### src/rtl/alu_issue_ctrl.sv
// ALU issue controller: decodes an instruction class into an ALU operation, issues registered
// operands, captures the result one cycle later and returns it. Optional trap: ALU_ILLEGAL_TRAP_EN.
module alu_issue_ctrl #(
   parameter int DATA_WIDTH    = 32,
   parameter int OPCODE_LENGTH = 4
) (
   input  logic                     clk,
   input  logic                     reset,
   input  logic                     in_valid,
   output logic                     in_ready,
   input  logic [1:0]               ALUOp,
   input  logic [2:0]               Funct3,
   input  logic [6:0]               Funct7,
   input  logic [DATA_WIDTH-1:0]    opa,
   input  logic [DATA_WIDTH-1:0]    opb,
   output logic [OPCODE_LENGTH-1:0] Operation,
   output logic [DATA_WIDTH-1:0]    SrcA,
   output logic [DATA_WIDTH-1:0]    SrcB,
   input  logic [DATA_WIDTH-1:0]    ALUResult,
   output logic                     out_valid,
   input  logic                     out_ready,
   output logic [DATA_WIDTH-1:0]    out_result,
   output logic                     out_branch_taken
`ifdef ALU_ILLEGAL_TRAP_EN
   ,output logic                    out_illegal
`endif
);

   localparam logic [OPCODE_LENGTH-1:0] OP_AND = 'h0;
   localparam logic [OPCODE_LENGTH-1:0] OP_OR  = 'h1;
   localparam logic [OPCODE_LENGTH-1:0] OP_ADD = 'h2;
   localparam logic [OPCODE_LENGTH-1:0] OP_SUB = 'h3;
   localparam logic [OPCODE_LENGTH-1:0] OP_XOR = 'h4;
   localparam logic [OPCODE_LENGTH-1:0] OP_SLT = 'h5;
   localparam logic [OPCODE_LENGTH-1:0] OP_LUI = 'h6;
   localparam logic [OPCODE_LENGTH-1:0] OP_SRL = 'h7;
   localparam logic [OPCODE_LENGTH-1:0] OP_EQ  = 'h8;
   localparam logic [OPCODE_LENGTH-1:0] OP_SLL = 'h9;
   localparam logic [OPCODE_LENGTH-1:0] OP_SRA = 'hA;
   localparam logic [OPCODE_LENGTH-1:0] OP_LT  = 'hC;
   localparam logic [OPCODE_LENGTH-1:0] OP_JAL = 'hD;
   localparam logic [OPCODE_LENGTH-1:0] OP_GE  = 'hF;

`ifdef ALU_ILLEGAL_TRAP_EN
   localparam logic [OPCODE_LENGTH-1:0] OP_ILLEGAL = OP_AND;
`else
   localparam logic [OPCODE_LENGTH-1:0] OP_ILLEGAL = OP_ADD;
`endif

   typedef enum logic [1:0] {IDLE, EXEC, DONE} state_t;

   state_t                   state_q, state_d;
   logic [OPCODE_LENGTH-1:0] dec_op;
   logic                     dec_inv;
   logic                     dec_ill;
   logic [1:0]               cls_q;
   logic                     inv_q;
   logic                     alt_f7;

   assign alt_f7 = (Funct7 == 7'b0100000);

   // NOTE: every output of a combinational block gets a default first, so no path infers a latch.
   always_comb begin
      dec_op  = OP_ADD;
      dec_inv = 1'b0;
      dec_ill = 1'b0;
      case (ALUOp)
         2'b00: dec_op = OP_ADD;
         2'b01: begin
            case (Funct3)
               3'b000:  dec_op = OP_EQ;
               3'b001:  begin dec_op = OP_EQ; dec_inv = 1'b1; end  // BNE: inverted EQ, never XOR
               3'b100:  dec_op = OP_LT;
               3'b101:  dec_op = OP_GE;
               default: dec_ill = 1'b1;
            endcase
         end
         2'b10: begin
            case (Funct3)
               3'b000:  dec_op = alt_f7 ? OP_SUB : OP_ADD;
               3'b111:  dec_op = OP_AND;
               3'b110:  dec_op = OP_OR;
               3'b100:  dec_op = OP_XOR;
               3'b010:  dec_op = OP_SLT;
               3'b001:  dec_op = OP_SLL;
               3'b101:  dec_op = alt_f7 ? OP_SRA : OP_SRL;
               default: dec_ill = 1'b1;
            endcase
         end
         default: begin
            case (Funct3)
               3'b000:  dec_op = OP_JAL;
               3'b001:  dec_op = OP_LUI;
               default: dec_ill = 1'b1;
            endcase
         end
      endcase
   end

   // NOTE: sequential state is written with non-blocking assignments only.
   always_ff @(posedge clk or negedge reset) begin
      if (!reset) state_q <= IDLE;
      else        state_q <= state_d;
   end

   always_comb begin
      state_d = state_q;
      case (state_q)
         IDLE:    if (in_valid) state_d = EXEC;
         EXEC:    state_d = DONE;
         DONE:    if (out_ready) state_d = IDLE;
         default: state_d = IDLE;
      endcase
   end

   always_comb begin
      in_ready  = (state_q == IDLE);
      out_valid = (state_q == DONE);
   end

`ifdef ALU_ILLEGAL_TRAP_EN
   logic ill_q;
`endif

   always_ff @(posedge clk or negedge reset) begin
      if (!reset) begin
         Operation        <= '0;
         SrcA             <= '0;
         SrcB             <= '0;
         out_result       <= '0;
         out_branch_taken <= 1'b0;
         cls_q            <= 2'b00;
         inv_q            <= 1'b0;
`ifdef ALU_ILLEGAL_TRAP_EN
         ill_q            <= 1'b0;
         out_illegal      <= 1'b0;
`endif
      end else begin
         if (state_q == IDLE && in_valid) begin
            Operation <= dec_ill ? OP_ILLEGAL : dec_op;
            SrcA      <= opa;
            SrcB      <= opb;
            cls_q     <= ALUOp;
            inv_q     <= dec_inv;
`ifdef ALU_ILLEGAL_TRAP_EN
            ill_q     <= dec_ill;
`endif
         end
         // Capture at the end of the settle cycle; held through DONE until consumed.
         if (state_q == EXEC) begin
            out_result       <= ALUResult ^ {{(DATA_WIDTH-1){1'b0}}, inv_q};
            out_branch_taken <= (cls_q == 2'b01) ? (ALUResult[0] ^ inv_q) : 1'b0;
`ifdef ALU_ILLEGAL_TRAP_EN
            out_illegal      <= ill_q;
            if (ill_q) begin
               out_result       <= '0;
               out_branch_taken <= 1'b0;
            end
`endif
         end
      end
   end

endmodule
### config.mk
export PLATFORM = sky130hd
export DESIGN_NAME = alu_issue_ctrl
export DESIGN_NICKNAME = d
export VERILOG_FILES = /design/src/rtl/alu_issue_ctrl.sv
export SDC_FILE = /design/constraint.sdc
export NUM_CORES = 1
export LEC_CHECK = 0
export CAP_MARGIN = 0
export CORE_AREA = 2 2 134 136
export DETAILED_ROUTE_END_ITERATION = 7
export DIE_AREA = 0 0 136 138
export GPL_ROUTABILITY_DRIVEN = 0
export HOLD_SLACK_MARGIN = 0.02
export PLACE_DENSITY = 0.66
export SLEW_MARGIN = 10
export SYNTH_ARGS = -nofsm -noshare
export SYNTH_HDL_FRONTEND = slang
export SYNTH_SLANG_ARGS = --single-unit
### constraint.sdc
create_clock -name clk -period 3.62 [get_ports clk]
set_input_delay 0.543 -clock clk [delete_from_list [all_inputs] [get_ports clk]]
set_output_delay 0.543 -clock clk [all_outputs]
set_load 0.02 [all_outputs]
==> flow_metrics.tcl <==
set metrics [dict create \
    min_path_type "input pin to asynchronous set/reset pin" \
    ys_ff_latch 106 \
    fin_tns_setup_ns 0 \
    clockBufferDepth 2 \
    yosys-mux-area-fraction_pct 8.684 \
    fmax_mhz 479.0 \
    drcViolationCount 0 \
    numCtsBuffers 9 \
    rsz0062_at_grt "false" \
    postCtsHoldBufs 0 \
    crit_fanout 3 \
    synthSimpleGateAreaFrac_pct 21.08 \
    finalPower_mw 6.069 \
    synthToLayoutAreaGrowth_pct 62.32 \
    skew_ns 0.007796 \
    cts_tree "done" \
    port_buffers 214 \
    ys_seq_area_share_pct 62.41 \
    grt_pass1_wl_mm 18.07 \
    worst_hold_slack_ns 0.2010 \
    start_util_pct 24.24 \
    layout_common_cells "213 x clkdlybuf4s50_1, 203 x nand2_1, 106 x dfrtp_1" \
    ioPinCount 215 \
    finalCritPeriodShare_pct 57.67 \
    drive_above_1_share_pct 9.455 \
    synth_cell_types 40 \
    syn_area_um2 4250 \
    slew_headroom_pct 47.11 \
    cts-resized-gates 0 \
    core_area_um2 17530 \
    synth_edf_count 0 \
    synthAdderAreaFrac_pct 0 \
    ir_worst_vdd_uv 324.3 \
    fin_crit_ns 2.088 \
    ys_warn_count 0 \
    firstDrtPassIters 4 \
    synth_nets 525 \
    antenna_found_initial 0 \
    core.rowCount 49 \
    hpwlAfterDp_mm 7.808 \
    final_antenna_net_count 0 \
    clock_latency_ns 0.35 \
    startpoint_type "flop" \
    grt_start_max_net_pins 72 \
    end_kind "output pin" \
    routedWlPerCell_um 12.99 \
    cts.clk_slew.worst_paths_ns 0.07 \
    status "finished, final reports clean" \
    die_area_um2 18770 \
    power_density_nw_per_um2 879.6 \
    hold_viol 0 \
    arrival_ns 1.54 \
    layout.nets 731 \
    pre_cts_ws_ns 1.487 \
    overflow 0 \
    synth_xor_area_share_pct 0.4121 \
    required_ns 3.08 \
    final_common_cell "clkdlybuf4s50_1" \
    vias_per_cell 4.046 \
    vias 3451 \
    syn_inst 413 \
    die_w_um 136 \
    diodes 0 \
    worst_slew_pin_slew_ns 0.7933 \
    syn_area_per_cell_um2 10.29 \
    synth-compound-area-share_pct 3.503 \
    first_iter_violations 114 \
    finalSetupViolations 0 \
    synth_top_family_by_area "simple AND/OR/NAND/NOR gates" \
    p_leak_nw 3.137 \
    postCtsSetupBuffers 0 \
    die_height_um 138 \
    max_cap_viol_count 0 \
    clock-sinks 106 \
    ctsHtreeMaxLevel 3 \
    grt_pass1_vias 3456 \
    drv_slew 0 \
    critPathKind "flop to output pin" \
    synth-async-reset-ratio_pct 100.0 \
    clock-root-buffer "clkbuf_16" \
    wl_mm 11.08 \
    worst_slack_ns 1.532 \
    synth_ff_type "dfrtp_1" \
    grt_usage_pct 12.13 \
]
[cell families (layout without fill, tap and decap cells)]
kind of cell           count (synthesis)  count (layout)
AO/OA/AOI/OAI                         21              21
XOR/XNOR                               2               2
buffers and inverters                 27             238
flip-flops                           106             106
multiplexers                          33              33
AND/OR/NAND/NOR                      224             224
[critical path, cell delays in order (launching register included)]
cell and delay, ns:
dfrtp_1 0.39, nand2b_1 0.15, inv_1 0.05, clkdlybuf4s50_1 0.61
[cell type report]
type / count / area, µm²
Clock inverter: 6 / 87.58
Multi-Input combinational cell: 280 / 1431
Sequential cell: 106 / 2653
Tap cell: 229 / 286.5
Fill cell: 1755 / 10640
Clock buffer: 10 / 239.0
Timing Repair Buffer: 218 / 2182
Inverter: 4 / 20.02
[power by group]
group | internal (mW) | switching [mW] | total, mW
clock network | 0.628 | 0.444 | 1.07
logic | 1.43 | 1.52 | 2.96
registers | 1.76 | 0.282 | 2.04
total | 3.82 | 2.25 | 6.07
[synth_stat cells, drive strengths merged, types with 2 or more instances]
cell type	instances	area share [%]
and2	2	0.32
xnor2	2	0.41
mux2i	2	0.47
a211oi	2	0.47
nor2	5	0.50
mux2	31	8.2
clkbuf	8	0.94
a21oi	3	0.35
inv	3	0.26
nor4b	2	0.41
o21ai	7	0.82
dfrtp	106	62
nand2	204	18
nand2b	4	0.59
buf	15	2.5
[metrics by stage]
stage	area (µm²)	cells	util (%)
after CTS	6899	853	39.35
after global routing	6899	853	39.35
final	6899	853	39.35
after floorplan	4250	413	-
after global placement	6573	837	37.48
after detailed placement	6573	837	37.48
[registers in the layout, indices dropped and copies added, names as in the netlist]
register          cells
Operation             4
inv_q                 1
cls_q                 2
out_result           32
SrcB                 32
state_q               2
SrcA                 32
out_branch_taken      1
[worst paths after layout]
path                             from       endpoint  slack (ns)  cells past startpoint
max                        state_q[0]      out_valid        1.53                      3
min                             reset   Operation[3]        0.20                      1
max reg2reg                state_q[1]        SrcB[0]        2.07                      6
min reg2reg                   SrcA[9]        SrcA[9]        0.47                      2
max in group asynchronous       reset  out_result[7]        2.68                      2
min in group clk              SrcA[9]        SrcA[9]        0.47                      2
[per-layer routing]
metal | GRT usage (%) | up-vias | share of wire [%]
met2 | 19.31 | 131 | 46
met5 | 0 | - | 0
li1 | - | 1715 | -
met3 | 3.740 | 16 | 7.9
met4 | 5.099 | 0 | 2.4
met1 | 15.21 | 1589 | 44
Note: power is estimated with default switching activity, not from simulation.
